===== src/rtl/layer_sequencer_pkg.sv =====
// Shared layer codes, code width and FSM state type for the layer sequencer.
// The layer code is what the weight stores and compute core decode on `cs`.
package layer_sequencer_pkg;

  localparam int CODE_W = 4;

  localparam logic [CODE_W-1:0] CODE_IDLE   = 4'd0;
  localparam logic [CODE_W-1:0] CODE_LAYER0 = 4'd1;
  localparam logic [CODE_W-1:0] CODE_LAYER1 = 4'd2;
  localparam logic [CODE_W-1:0] CODE_LAYER2 = 4'd3;
  localparam logic [CODE_W-1:0] CODE_LAYER3 = 4'd4;
  localparam logic [CODE_W-1:0] CODE_AFFINE = 4'd5;

  typedef enum logic [2:0] {
    S_IDLE,
    S_LOAD,
    S_WAIT_W,
    S_RUN,
    S_WAIT_C,
    S_NEXT
  } state_t;

  // Layer k (0-based) is presented to the stores as code k+1.
  function automatic logic [CODE_W-1:0] layer_code(input logic [2:0] layer);
    return CODE_LAYER0 + {1'b0, layer};
  endfunction

endpackage


===== src/rtl/layer_sequencer_guard_timer.sv =====
// Loadable down-counter with zero flag; shared by the post-`cs` guard window
// and the weight-load timeout.
module guard_timer #(
  parameter int W = 2
) (
  input  logic         clk,
  input  logic         rst,
  input  logic         load,
  input  logic [W-1:0] load_value,
  input  logic         dec,
  output logic         zero
);

  logic [W-1:0] count;

  // Load has priority; the count saturates at zero.
  always_ff @(posedge clk) begin
    if (rst) begin
      count <= '0;
    end else if (load) begin
      count <= load_value;
    end else if (dec && (count != '0)) begin
      count <= count - 1'b1;
    end
  end

  assign zero = (count == '0);

endmodule


===== src/rtl/layer_sequencer.sv =====
// Steps the network through its layers: present `cs`, wait for the weights,
// kick the compute core, wait for it, advance. Optional LOAD_TIMEOUT_EN macro
// adds a weight-load timeout that aborts to idle with a sticky `err`.
module layer_sequencer
  import layer_sequencer_pkg::*;
#(
  parameter int NUM_LAYERS = 5,
  parameter int GUARD      = 3,
  parameter int TIMEOUT    = 1023
) (
  input  logic              clk,
  input  logic              rst,
  input  logic              start,
  input  logic              w_valid,
  input  logic              core_done,
  output logic [CODE_W-1:0] cs,
  output logic              core_start,
  output logic              busy,
  output logic              done,
  output logic              err
);

  if (NUM_LAYERS < 1 || NUM_LAYERS > 5 || GUARD < 1 || TIMEOUT < 1) begin : g_param_check
    $error("layer_sequencer: parameter out of legal range");
  end

`ifdef LOAD_TIMEOUT_EN
  localparam int TMAX = (TIMEOUT > GUARD) ? TIMEOUT : GUARD;
`else
  localparam int TMAX = GUARD;
`endif
  localparam int TW = (TMAX < 2) ? 1 : $clog2(TMAX + 1);

  localparam logic [TW-1:0] GUARD_LOAD = TW'(GUARD - 1);
  localparam logic [2:0]    LAST_LAYER = 3'(NUM_LAYERS - 1);

  state_t            state, state_next;
  logic [CODE_W-1:0] cs_next;
  logic [2:0]        layer, layer_next;
  logic              core_start_next, busy_next, done_next;
  logic              timer_load, timer_dec, timer_zero;
  logic [TW-1:0]     timer_value;

`ifdef LOAD_TIMEOUT_EN
  localparam logic [TW-1:0] TIMEOUT_LOAD = TW'(TIMEOUT - 1);
  logic err_next;
`endif

  guard_timer #(.W(TW)) u_timer (
    .clk        (clk),
    .rst        (rst),
    .load       (timer_load),
    .load_value (timer_value),
    .dec        (timer_dec),
    .zero       (timer_zero)
  );

  always_ff @(posedge clk) begin
    if (rst) begin
      state      <= S_IDLE;
      cs         <= CODE_IDLE;
      layer      <= '0;
      core_start <= 1'b0;
      busy       <= 1'b0;
      done       <= 1'b0;
    end else begin
      state      <= state_next;
      cs         <= cs_next;
      layer      <= layer_next;
      core_start <= core_start_next;
      busy       <= busy_next;
      done       <= done_next;
    end
  end

  // `cs` only moves when a layer is entered or the run ends, so the stores see
  // a stable code for the whole load and compute of a layer.
  always_comb begin
    state_next      = state;
    cs_next         = cs;
    layer_next      = layer;
    core_start_next = 1'b0;
    busy_next       = busy;
    done_next       = 1'b0;
    timer_load      = 1'b0;
    timer_dec       = 1'b0;
    timer_value     = GUARD_LOAD;
`ifdef LOAD_TIMEOUT_EN
    err_next        = err;
`endif
    case (state)
      S_IDLE: begin
        if (start) begin
          cs_next    = CODE_LAYER0;
          layer_next = '0;
          busy_next  = 1'b1;
          timer_load = 1'b1;
          state_next = S_LOAD;
        end
      end
      // The previous layer's valid may still be high, so it is not looked at
      // until the guard window has expired.
      S_LOAD: begin
        if (timer_zero) begin
          state_next = S_WAIT_W;
`ifdef LOAD_TIMEOUT_EN
          timer_load  = 1'b1;
          timer_value = TIMEOUT_LOAD;
`endif
        end else begin
          timer_dec = 1'b1;
        end
      end
      S_WAIT_W: begin
        if (w_valid) begin
          state_next = S_RUN;
        end
`ifdef LOAD_TIMEOUT_EN
        else if (timer_zero) begin
          err_next   = 1'b1;
          cs_next    = CODE_IDLE;
          busy_next  = 1'b0;
          state_next = S_IDLE;
        end else begin
          timer_dec = 1'b1;
        end
`endif
      end
      S_RUN: begin
        core_start_next = 1'b1;
        state_next      = S_WAIT_C;
      end
      S_WAIT_C: begin
        if (core_done) begin
          state_next = S_NEXT;
        end
      end
      S_NEXT: begin
        if (layer == LAST_LAYER) begin
          cs_next    = CODE_IDLE;
          done_next  = 1'b1;
          busy_next  = 1'b0;
          state_next = S_IDLE;
        end else begin
          layer_next = layer + 3'd1;
          cs_next    = layer_code(layer + 3'd1);
          timer_load = 1'b1;
          state_next = S_LOAD;
        end
      end
      default: state_next = S_IDLE;
    endcase
  end

`ifdef LOAD_TIMEOUT_EN
  // Sticky until reset; a later start is still accepted with err set.
  always_ff @(posedge clk) begin
    if (rst) begin
      err <= 1'b0;
    end else begin
      err <= err_next;
    end
  end
`else
  assign err = 1'b0;
`endif

endmodule


===== config.mk =====
export PLATFORM = sky130hd
export DESIGN_NAME = layer_sequencer
export DESIGN_NICKNAME = d
export VERILOG_FILES = /design/src/rtl/layer_sequencer_pkg.sv /design/src/rtl/layer_sequencer_guard_timer.sv /design/src/rtl/layer_sequencer.sv
export SDC_FILE = /design/constraint.sdc
export NUM_CORES = 1
export LEC_CHECK = 0
export CAP_MARGIN = 20
export CORE_MARGIN = 1
export CORE_UTILIZATION = 50
export CTS_BUF_LIST = sky130_fd_sc_hd__clkbuf_16
export DETAILED_ROUTE_END_ITERATION = 12
export PLACE_DENSITY = 0.75
export SLEW_MARGIN = 25
export SYNTH_ARGS = -nofsm -noshare
export SYNTH_HDL_FRONTEND = slang
export SYNTH_HIERARCHICAL = 1
export SYNTH_SLANG_ARGS = --single-unit

===== constraint.sdc =====
create_clock -name clk -period 3.5 [get_ports clk]
set_input_delay 0.7 -clock clk [delete_from_list [all_inputs] [get_ports clk]]
set_output_delay 0.7 -clock clk [all_outputs]
set_load 0.01 [all_outputs]

==> flow_results.org <==
** GRT
- Initial antenna violation count :: 0
- The via count of the first global-routing pass was about 600.
- Sum of overflow across all layers after global routing :: 0
- Global routing usage summed across all routing layers :: 17.7%
- First-pass GRT wire length :: approximately 2.4 mm
- Maximum number of pins on one net before global-route repair :: 16

** Synth
- Largest family of logic cells by synthesized area :: simple AND/OR/NAND/NOR gates
- Cell count after synthesis :: just under 90
- In this run the cell area of the synthesized design comes to around 830 sq um.
- Summing the areas of all compound-gate instances in the mapped netlist gives between 10% and 20% of the synthesized area.
- Count of yosys warnings during synthesis :: 6
- Area fraction in and, or, nand and nor cells after synthesis :: between 20% and 30%
- Number of flip-flops and latches in the synthesized netlist :: 15
- Summing the areas of all fa, ha and maj instances in the mapped netlist gives 6.05% of the synthesized area.
- The average instance in the mapped netlist occupies roughly 9.4 sq um.
- Summed over all instances, the cell type with the most area after synthesis is dfxtp_1.
- Number of distinct standard cells referenced by the synthesized netlist :: 38
- Ranked by total cell area, the synthesized netlist is headed by dfxtp_1 36%, ha_1 6.1%, a21oi_1 3.6%, a22o_1 3.2%, nor2b_1 3.0%.
- Sequential-to-total area share from yosys stat :: 36.3%
- After synthesis, the share of cell area in mux cells is 0%.
- After Yosys synthesis, XOR and XNOR cells account for around 4.2% of the synthesized area.
- The share of synthesized area in the top cell type comes to between 30% and 40%.

** Layout
- Antenna Cells :: 0
- Once layout is complete, the utilization of the core stands at between 60% and 70%.
- The filler cells instantiated in the layout total approximately 110.
- Most frequent cells in the layout :: 15 x dfxtp_1, 11 x clkdlybuf4s50_1, 7 x inv_1
- Footprint of the multi-input gates :: approximately 480 sq um
- Sequential cell area :: approximately 300 sq um
- The library cell used most frequently in the layout, excluding fill and tap cells, is dfxtp_1.
- Area added between synthesis and finish :: 22.2%
- The post-route netlist has around 11% of its cells at a drive strength greater than 1.
- After the last flow step, the layout net total stands at between 100 and 150.

** STA
- The worst path uses approximately three fifths of the clock period.
- Highest attainable clock frequency :: 486 MHz
- In the final timing run, aggregate negative setup slack is 0 ns.
- Headroom to the max-slew limit came out at approximately two thirds.
- Setup violations remaining at the end of the flow were counted as 0.
- Across all hold checks on the routed design, the worst slack comes to between 0.4 and 0.5 ns.
- Transition time at the pin with the least slew margin :: about 0.53 ns
- Count of pins over their slew limit :: 0
- Unrepaired setup endpoints after global routing :: false
- Count of final hold-check violations :: 0
- Post-route clock skew :: between 0.002 and 0.003 ns
- The worst path in the final design needs a cycle of roughly 2.1 ns, including I/O delays and setup.

** Worst setup path
- Master of the slowest instance on the critical path :: clkdlybuf4s50_1
- Cell Chain, Critical Path :: clkdlybuf4s50_1 > inv_1 > a22o_1 > a22o_1
- STA classifies the critical path startpoint as an input pin.
- Data on the critical path is required at its endpoint by 3.63 ns.
- CP dominant cell by count :: a22o_1
- The setup path with the least slack is of type input pin to register.
- The critical path contains buffers and inverters numbering 2 combined.
- Among cell families on the critical path, the largest total delay comes from buffers and inverters.
- Stage delay of the slowest cell on the critical path :: 0.77 ns
- For the worst setup path, the data arrival time is between 2 and 2.5 ns.
- Crit-path max FO :: 12
- CP Capture Type :: register

** Power and ir drop
- Total power divided by cell area :: ~490 nW/um^2
- The analysis attributes to cell leakage a power of between 0.0004 and 0.0005 uW.
- Power comes to ~490 uW.
- Across the VDD grid, the largest voltage drop is around 320 uV.

** Clock network
- Buffers inserted during clock tree synthesis total 3.
- The tree built by TritonCTS fans out to 15 sinks.
- Clock-pin slew on the worst setup and hold paths :: around 0.050 ns
- Count of hold buffers inserted by post-cts repair :: 0
- CTS Buffer Depth :: 2
- TritonCTS built the clock tree.
- CTS built an H-tree with a depth of 1.
- Once the clock tree was built, the resizer swapped 0 gates to a different size.
- Skew-Pair Late Insertion Delay :: between 0.2 and 0.25 ns
- Buffers added to address setup during post-CTS repair amount to 0.
- Library cell used as clock root buffer :: clkbuf_16

** Detailed routing
- Vias post-DR :: 635
- After detailed routing, the average wire length per cell comes to ~12 um.
- The first TritonRoute pass finished after 4 iterations.
- Initial DRC Count :: 7
- Count of nets left with antenna violations after detail routing :: 0
- After detailed routing, the number of vias per cell comes to 5.52.
- For this run, design rule violations remaining after detail routing come to 0.
- The routed design has between 1 and 1.5 mm of wire.

** Floorplan
- 13 I/O pins were placed.
- CORE AREA :: between 1500 and 2000 sq um
- Measured along the y axis, the die boundary spans ~43 um.
- In this run the horizontal extent of the chip is around 43 um.
- The die covers 1820 sq um.
- The floorplan has 14 rows.
- Initial core utilization :: a little over half

** Placed design
- The wire-length estimate of the detail-placed layout is 1.01 mm.
- Routability-driven placement finished with a final weighted congestion of ~0.73.
- Port buffering added 11 buffers.

** Job
- Max-cap violations in this run came to 0.

** Outcome
- The flow ran to the end, and the final reports show no timing, DRC or antenna violations.

** Worst hold path
- Min-Delay Path Class :: register to register
synth_stat cells (all sizes together):
cell type and number:
conb 2, a32o 1, or4b 2, or3b 1
nand3 1, nand2b 2, a2111oi 1, a211oi 1
xor2 2, a22o 3, inv 6, o21ai 2
nand3b 3, nand2 5, ha 4, o31ai 1
nor4b 1, a31o 1, o211ai 2, a21oi 6
dfxtp 15, nor2b 5, nor3 5, buf 4
clkbuf 1, nor3b 1, xnor2 2, nor2 3
o311a 1, o2bb2ai 1, and2 1, and3 1
o21a 1
power by group:
group | total (uW) | switching, uW | leakage, uW | internal (uW)
registers | 200 | 17.8 | 0.000122 | 182
logic | 74.1 | 34.0 | 0.000257 | 40.1
clock network | 217 | 66.2 | 0.0000423 | 151
registers in the layout, summed over array words and instances, names as in the netlist:
signal,cells
core_start,1
done,1
state,3
layer,3
cs,4
busy,1
u_timer/count,2
cells by family (layout without fill, tap and decap cells):
group                    after synthesis  count (layout)
other                                  2               3
XOR/XNOR                               4               4
flip-flops                            15              15
buffers and inverters                 11              21
AO/OA/AOI/OAI                         21              21
AND/OR/NAND/NOR                       31              31
adder cells (fa/ha/maj)                4               4
metrics by stage:
| step | std cells | area, sq um | worst slack [ns] |
|---|---|---|---|
| final | 115 | 1010 | 1.44 |
| after global routing | 115 | 1010 | 1.31 |
| after CTS | 115 | 1010 | 1.44 |
| after detailed placement | 111 | 932 | 1.18 |
| after global placement | 111 | 932 | 1.17 |
| after floorplan | 89 | 831 | 1.78 |
area by class of cell:
type                    count  share of cell area [%]
clock inverters             1                   0.371
well taps                  16                    1.98
inverters                   6                    2.23
multi-input cells          63                    47.4
flip-flops and latches     15                    29.7
clock buffers               3                    7.43
repair buffers             11                    10.9
metal layers:
metal  vias to the layer above  track usage [%]  share of wire, %
met1                       287             22.7                49
met3                         4             3.83               4.2
met5                         -                0                 0
met4                         0             9.38               1.3
li1                        327                -                 -
met2                        17             27.6                45
path summary, 6_finish.rpt:
path | from | end | slack [ns] | cells after the start
max | rst | cs[1] | 1.44 | 4
max reg2reg | layer[0] | layer[1] | 1.78 | 5
min | cs[3] | cs[3] | 0.48 | 1
min reg2reg | cs[3] | cs[3] | 0.48 | 1
Note: power is estimated with default switching activity, not from simulation.
